**config.mk**
```make
export PLATFORM = sky130hd
export DESIGN_NAME = uart_cmd_parser
export DESIGN_NICKNAME = d
export VERILOG_FILES = /design/src/rtl/uart_cmd_parser.sv
export SDC_FILE = /design/constraint.sdc
export NUM_CORES = 1
export LEC_CHECK = 0
export ABC_AREA = 1
export CORE_MARGIN = 4
export CORE_UTILIZATION = 40
export CTS_BUF_LIST = sky130_fd_sc_hd__clkbuf_8
export CTS_CLUSTER_DIAMETER = 60
export CTS_CLUSTER_SIZE = 14
export DETAILED_ROUTE_END_ITERATION = 16
export SLEW_MARGIN = 15
export SYNTH_ARGS = -nofsm -noshare
export SYNTH_HDL_FRONTEND = slang
export SYNTH_SLANG_ARGS = --single-unit
```
**constraint.sdc**
```tcl
create_clock -name clk -period 1.9 [get_ports clk]
set_input_delay 0.57 -clock clk [delete_from_list [all_inputs] [get_ports clk]]
set_output_delay 0.57 -clock clk [all_outputs]
set_load 0.01 [all_outputs]
```
**src/rtl/uart_cmd_parser.sv**
```systemverilog
// Turns 8-byte 0xA5-framed UART read/write commands into a valid/ready command
// port. Parity, illegal-command, checksum, overrun and inter-byte timeout errors are reported.
module uart_cmd_parser #(
    parameter int unsigned CLK_FREQ      = 100000000,
    parameter int unsigned UART_RATE     = 1000000,
    parameter int unsigned TIMEOUT_BYTES = 4
) (
    input  logic        clk,
    input  logic        rst,
    input  logic [7:0]  rx_data_i,
    input  logic        rx_valid_i,
    input  logic        rx_parity_err_i,
    output logic        cmd_valid_o,
    input  logic        cmd_ready_i,
    output logic        cmd_wr_o,
    output logic [23:0] cmd_addr_o,
    output logic [15:0] cmd_data_o,
    output logic        err_o,
    output logic [1:0]  err_code_o
);
    // 64-bit arithmetic: the intermediate product overflows 32 bits with the default parameters
    localparam longint unsigned TO_LIMIT_L =
        (64'(TIMEOUT_BYTES) * 64'd11 * 64'(CLK_FREQ)) / 64'(UART_RATE);
    localparam int unsigned TO_LIMIT = 32'(TO_LIMIT_L);
    localparam int unsigned TO_W     = (TO_LIMIT > 2) ? $clog2(TO_LIMIT) : 1;

    localparam logic [1:0] ERR_OVERRUN = 2'b00;
    localparam logic [1:0] ERR_FRAME   = 2'b01;
    localparam logic [1:0] ERR_CHKSUM  = 2'b10;
    localparam logic [1:0] ERR_TIMEOUT = 2'b11;

    typedef enum logic [3:0] {
        S_IDLE, S_CMD, S_A2, S_A1, S_A0, S_D1, S_D0, S_CHK, S_HOLD
    } state_e;

    state_e state_q, state_d;

    logic [TO_W-1:0] cnt_q, cnt_d;
    logic            wr_buf_q, wr_buf_d;
    logic [23:0]     addr_buf_q, addr_buf_d;
    logic [15:0]     data_buf_q, data_buf_d;
    logic [7:0]      chk_q, chk_d;
    logic            cmd_valid_q, cmd_valid_d;
    logic            cmd_wr_q, cmd_wr_d;
    logic [23:0]     cmd_addr_q, cmd_addr_d;
    logic [15:0]     cmd_data_q, cmd_data_d;
    logic            err_q, err_d;
    logic [1:0]      err_code_q, err_code_d;

    logic in_frame_c, timeout_c, hs_c, sof_c, cmd_legal_c, chk_ok_c, bad_byte_c;

    assign in_frame_c  = (state_q != S_IDLE) && (state_q != S_HOLD);
    assign timeout_c   = in_frame_c && !rx_valid_i && (cnt_q == TO_W'(TO_LIMIT - 1));
    assign hs_c        = cmd_valid_q && cmd_ready_i;
    assign sof_c       = rx_valid_i && !rx_parity_err_i && (rx_data_i == 8'hA5);
    assign cmd_legal_c = (rx_data_i == 8'h01) || (rx_data_i == 8'h02);
    assign chk_ok_c    = (rx_data_i == chk_q);
    assign bad_byte_c  = rx_parity_err_i || ((state_q == S_CMD) && !cmd_legal_c);

    // State register
    always_ff @(posedge clk) begin
        if (rst) state_q <= S_IDLE;
        else     state_q <= state_d;
    end

    // Next-state logic
    always_comb begin
        state_d = state_q;
        unique case (state_q)
            S_IDLE: if (sof_c) state_d = S_CMD;
            S_CMD, S_A2, S_A1, S_A0, S_D1, S_D0: begin
                if (timeout_c) state_d = S_IDLE;
                else if (rx_valid_i) begin
                    if (bad_byte_c) state_d = S_IDLE;
                    else begin
                        unique case (state_q)
                            S_CMD:   state_d = S_A2;
                            S_A2:    state_d = S_A1;
                            S_A1:    state_d = S_A0;
                            S_A0:    state_d = S_D1;
                            S_D1:    state_d = S_D0;
                            default: state_d = S_CHK;
                        endcase
                    end
                end
            end
            S_CHK: begin
                if (timeout_c) state_d = S_IDLE;
                else if (rx_valid_i) state_d = (!rx_parity_err_i && chk_ok_c) ? S_HOLD : S_IDLE;
            end
            S_HOLD: if (hs_c) state_d = sof_c ? S_CMD : S_IDLE;
            default: state_d = S_IDLE;
        endcase
    end

    // Datapath / output next values
    always_comb begin
        cnt_d       = '0;
        wr_buf_d    = wr_buf_q;
        addr_buf_d  = addr_buf_q;
        data_buf_d  = data_buf_q;
        chk_d       = chk_q;
        cmd_valid_d = cmd_valid_q;
        cmd_wr_d    = cmd_wr_q;
        cmd_addr_d  = cmd_addr_q;
        cmd_data_d  = cmd_data_q;
        err_d       = 1'b0;
        err_code_d  = err_code_q;
        if (in_frame_c) begin
            if (!rx_valid_i) begin
                cnt_d = cnt_q + TO_W'(1);
                if (timeout_c) begin
                    err_d      = 1'b1;
                    err_code_d = ERR_TIMEOUT;
                end
            end else if (bad_byte_c) begin
                err_d      = 1'b1;
                err_code_d = ERR_FRAME;
            end else begin
                chk_d = chk_q ^ rx_data_i;
                unique case (state_q)
                    S_CMD: begin
                        wr_buf_d = (rx_data_i == 8'h01);
                        chk_d    = rx_data_i;
                    end
                    S_A2: addr_buf_d[23:16] = rx_data_i;
                    S_A1: addr_buf_d[15:8]  = rx_data_i;
                    S_A0: addr_buf_d[7:0]   = rx_data_i;
                    S_D1: data_buf_d[15:8]  = rx_data_i;
                    S_D0: data_buf_d[7:0]   = rx_data_i;
                    default: begin
                        if (chk_ok_c) begin
                            cmd_valid_d = 1'b1;
                            cmd_wr_d    = wr_buf_q;
                            cmd_addr_d  = addr_buf_q;
                            cmd_data_d  = data_buf_q;
                        end else begin
                            err_d      = 1'b1;
                            err_code_d = ERR_CHKSUM;
                        end
                    end
                endcase
            end
        end else if (state_q == S_HOLD) begin
            if (hs_c) cmd_valid_d = 1'b0;
            else if (rx_valid_i) begin
                err_d      = 1'b1;
                err_code_d = ERR_OVERRUN;
            end
        end
    end

    always_ff @(posedge clk) begin
        if (rst) begin
            cnt_q       <= '0;
            wr_buf_q    <= 1'b0;
            addr_buf_q  <= '0;
            data_buf_q  <= '0;
            chk_q       <= '0;
            cmd_valid_q <= 1'b0;
            cmd_wr_q    <= 1'b0;
            cmd_addr_q  <= '0;
            cmd_data_q  <= '0;
            err_q       <= 1'b0;
            err_code_q  <= '0;
        end else begin
            cnt_q       <= cnt_d;
            wr_buf_q    <= wr_buf_d;
            addr_buf_q  <= addr_buf_d;
            data_buf_q  <= data_buf_d;
            chk_q       <= chk_d;
            cmd_valid_q <= cmd_valid_d;
            cmd_wr_q    <= cmd_wr_d;
            cmd_addr_q  <= cmd_addr_d;
            cmd_data_q  <= cmd_data_d;
            err_q       <= err_d;
            err_code_q  <= err_code_d;
        end
    end

    assign cmd_valid_o = cmd_valid_q;
    assign cmd_wr_o    = cmd_wr_q;
    assign cmd_addr_o  = cmd_addr_q;
    assign cmd_data_o  = cmd_data_q;
    assign err_o       = err_q;
    assign err_code_o  = err_code_q;

endmodule

```
Yosys cells after proc, flatten, opt, wreduce, memory -nomap -nowiden
Cells that the tools add are included.
Word-level totals
  input bits: 13
  output and inout port bits: 45
  register bits after elaboration: 111
  word-level logic and storage cells: 114
Operators by class
  equality and inequality tests: 25
  reductions and logical operators: 32
  add/subtract/negate cells: 1
  mux-type cells: 37
  bitwise logic cells: 4
Operators by type and width (number)
  $mux 4: 7
  $reduce_and 4->1: 7
  $mux 2: 9
  $mux 1: 17
  $eq 4x3->1 const B: 4
  $pmux 4 s4: 1
  $pmux 3 s5: 1
  $add 13x1->13 const B: 1
  $eq 13x13->1 const B: 1
  $ne 2x2->1 const B: 6
  $reduce_and 6->1: 2
  $eq 4x2->1 const B: 2
  $eq 8x1->1 const B: 1
  $eq 8x2->1 const B: 1
  $eq 8x8->1: 1
  $eq 8x8->1 const B: 1
  $logic_and 1x1->1: 8
  $mux 8: 1
  $ne 4x3->1 const B: 2
  $reduce_bool 2->1: 4
  $xor 8x8->8: 1
  $reduce_or 6->1: 1
  $reduce_and 5->1: 1
  $eq 4x1->1 const B: 1
  13 further kinds: 18

Longest topological paths before layout
  depth in word-level cells: 9
  mapped depth: 13
  depth with buffers taken out: 12

Worst setup path after synthesis
No wires, ideal clock.
  path kind: input to register
  start: input rx_data_i[1]
  end: register cmd_addr_q[17], in the netlist cmd_addr_o[17]
  stages: 10
  required time: 1787 ps
  library setup time: 113 ps
  slack: -56 ps
  arrival: 1843 ps
  path buffers: 2
  path through: buf_6 xnor2_2 nand2_1 nor2_2 nand2_1 nor3_4 buf_6 nand2_1 nand2_1 nor2_1
Between the ends
  cells in the longest elaborated chain, start to end: 7
  elaborated cells between the ends (all ways): 9
  classes of those cells: eq/ne (3); bitwise (1); reduce/logical (5)
Ends and longest elaborated chain
  start, declared: line 10  | input logic [7:0] rx_data_i,
  $eq 8x1->1 / $eq 8x2->1 (equally long branches): line 56  | assign cmd_legal_c = (rx_data_i == 8'h01) || (rx_data_i == 8'h02);
  $logic_or 1x1->1: line 56
  $logic_not 1->1: line 58  | assign bad_byte_c = rx_parity_err_i || ((state_q == S_CMD) && !cmd_legal_c);
  $logic_and 1x1->1: line 58
  $logic_or 1x1->1: line 58
  $not 1->1 (no source line)
  $reduce_and 5->1 (no source line) *
  end signal, assigned: line 174  | cmd_addr_q <= cmd_addr_d;
  end, declared: line 45  | logic [23:0] cmd_addr_q, cmd_addr_d;
Every way passes the cells marked *; elsewhere a longest branch is shown, timed or not.
A chain may end at the register's enable or synchronous reset.

Worst setup path after layout
  start: register cmd_addr_q[0], in the netlist cmd_addr_o[0]
  end: output cmd_addr_o[0]
RTL lines
  end, declared: line 16  | output logic [23:0] cmd_addr_o,
No word-level cell between the ends.

==> reports/results.txt <==
vias in the first global route -> 4139
Max Cap Viol -> 0
CP bufs+invs -> 1
Clock Skew -> 0.01635 ns
cts hold-fix bufs -> 0
post-route minimum period -> 1.847 ns
Post-DRT Antenna Nets -> 0
CTS sink count -> 111
Worst-Skew Late Latency -> 0.40 ns
CP startpoint kind -> flip-flop
Worst path slowest cell -> clkdlybuf4s50_1
# DRC -> 0
H-tree levels -> 3
row cnt -> 39
CTS root buffer -> clkbuf_8
gr ovfl total -> 0
CORE AREA -> 0.01166 mm²
R2R Path Start -> state_q[1]$_SDFFE_PP0P_
clock tree buffer depth -> 2
Hold Slack -> 0.4515 ns
I/O pins -> 58
worst r2r path cells -> 10
PD cells -> 821.2 mW/mm²
die height -> 118.2 µm
Synth Cell Area -> 0.004856 mm²
peak supply drop -> 0.0004730 V
setup TNS -> 0 ns
critical path's top delay family -> buffers and inverters
fillcell total -> 1160
status -> completed
routability cong. -> 0.9104
Starting Density -> 41.64%
largest fanout on the critical path -> 2
routed via count -> 4397
WHS Endpoint -> cnt_q[0]$_SDFF_PP0_
largest net degree at the start of global routing -> 46
Reg area -> 0.002223 mm²
gr usage total -> 16.45%
antenna violations before repair -> 0
post-DP HPWL -> 8122 µm
CP Data Arrival Time -> 1.28 ns
# nets final -> 796
Synth warnings -> 0
CTS clk-pin slew, worst paths -> 0.11 ns
Post-synth EDFFs -> 0
IO buf count -> 57
max incr delay on CP -> 0.53 ns
Tot Pwr -> 0.005102 W
Area Overhead vs Synth -> 27.96%
Cells after Synth -> 686
Post-synth ARST share -> 0%
Inserted Diodes -> 0
Synth area leader -> dfxtp_1
endpoint class of the critical path -> output port
Area contributors post-synth -> dfxtp_1 (46%), nand2_1 (13%), nor2_1 (8.0%)
top cell type's share of synthesized area -> 45.76%
WP data required -> 1.33 ns
Die ar. -> 0.01397 mm²
Hold Crit Depth -> 1
Top FF cell, synth -> dfxtp_1
Worst Tran Pin Value -> 0.4152 ns
first-pass GRT wire length -> 19110 µm
average size of a mapped cell -> 7.079 µm²
Die X -> 118.2 µm
CP Class -> flip-flop to output port
vias per cell -> 4.728
1st-iter DRT viols -> 296
Hold Crit Start -> cnt_q[0]$_SDFF_PP0_
pins over their slew limit -> 0
Setup Viol. Count Final -> 0
type of the tightest min-delay check -> flip-flop to flip-flop
clock tree from TritonCTS -> done
Post-Route WL -> 11400 µm
Worst R2R End -> cmd_addr_o[16]$_SDFFE_PP0P_
area of the multi-input gates -> 0.002047 mm²
Leakage -> 2.882 nW
CTS buffer count -> 9
fmax -> 0.5414 GHz
Synth top cells by count -> nand2_1 (164), dfxtp_1 (111), nor2_1 (104)
R2R setup slack -> 0.15 ns
syn_nets -> 700
CP cell instances -> clkdlybuf4s50_1
fraction of layout cells with a size suffix above 1 -> 15.12%
Yosys cell types -> 33
drt wl/cell -> 12.26 µm
post-synthesis sequential area ratio -> 45.76%
drt first pass iters -> 4
most frequent cell after synthesis -> nand2_1
count of state elements after synthesis -> 111
Final Cycle Share -> 97.21%
Slew headroom -> 72.32%
final hold violation count -> 0
## area by class of cell
| type | instances | share of cell area [%] |
|---|---|---|
| Sequential cell | 111 | 35.78 |
| Multi-Input combinational cell | 450 | 32.94 |
| Timing Repair Buffer | 119 | 19.47 |
| Inverter | 91 | 5.618 |
| Tap cell | 143 | 2.880 |
| Clock buffer | 10 | 2.215 |
| Clock inverter | 6 | 1.087 |
## per-stage QoR
step | setup WS [ns] | util, % | cell area [µm²] | cells
after floorplan | -0.04403 | - | 4875 | 686
after global placement | -0.6182 | 49.91 | 5821 | 905
after detailed placement | -0.6799 | 49.91 | 5821 | 905
after CTS | 0.004086 | 52.05 | 6071 | 924
after global routing | -0.003152 | 53.28 | 6213 | 930
final | 0.05298 | 53.28 | 6213 | 930
## worst max-delay path by stage
stage	start	end	slack, ns	depth (start not counted)
after CTS	rx_data_i[1]	cmd_addr_o[9]$_SDFFE_PP0P_	0.004	13
after global routing	state_q[2]$_SDFFE_PP0P_	err_code_o[1]$_SDFFE_PP0P_	-0.003	12
after floorplan	rx_data_i[5]	cmd_addr_o[19]$_SDFFE_PP0P_	-0.04	12
after global placement	rx_data_i[0]	cmd_addr_o[5]$_SDFFE_PP0P_	-0.62	11
final	cmd_addr_o[0]$_SDFFE_PP0P_	cmd_addr_o[0]	0.05	1
after detailed placement	rx_data_i[0]	addr_buf_q[15]$_SDFFE_PP0P_	-0.68	10
## metal layers
layer  part of all wire, %  vias up  wire [µm]  track usage (%)
li1                      -     2335          -                -
met1                    49     1970       5581            21.46
met5                     0        -          0                0
met4                   1.4        0        163            6.154
met2                    46       81       5220            26.55
met3                   3.8       11        438            3.868
## cell families after synthesis
family | share of synthesized area [%]
xor gates and xnor gates | 0.5155
and+or+nand+nor | 27.11
adders and majority gates | 0.2576
DFF | 45.76
AOI/OAI and AO/OA | 13.76
buffers and inverters | 12.60
## report_power, final
part           leakage [nW]  total [W]  internal [W]  switching, W
clock                 0.105    0.00148      0.000653      0.000824
sequential            0.896    0.00249       0.00242     0.0000698
combinational          1.88    0.00113      0.000451      0.000680
total                  2.88    0.00510       0.00353       0.00157
## state kept, by name, summed over array words and instances (netlist names)
signal,cells
err_code_o,2
chk_q,8
wr_buf_q,1
cmd_data_o,16
state_q,4
cmd_wr_o,1
err_o,1
cnt_q,13
data_buf_q,16
cmd_valid_o,1
addr_buf_q,24
cmd_addr_o,24
## cell usage in the layout, fill, tap and decap left out, drive strengths merged, types with 2 or more instances in the layout
master,count
a21oi,66
buf,60
clkbuf,18
clkdlybuf4s15,2
clkdlybuf4s50,25
clkinv,2
dfxtp,111
dlymetal6s2s,24
inv,93
nand2,169
nand3,17
nand4,4
nor2,111
nor3,10
nor4,3
o21a,2
o21ai,61
xnor2,2
## timing repair
item,4_1_cts,5_1_grt
gates resized for setup,14,48
cloned,1,3
setup buffers,2,4
pin swaps,1,8
endpoints found under the setup margin,90,100
No activity file was read; power rests on OpenSTA's default activity.
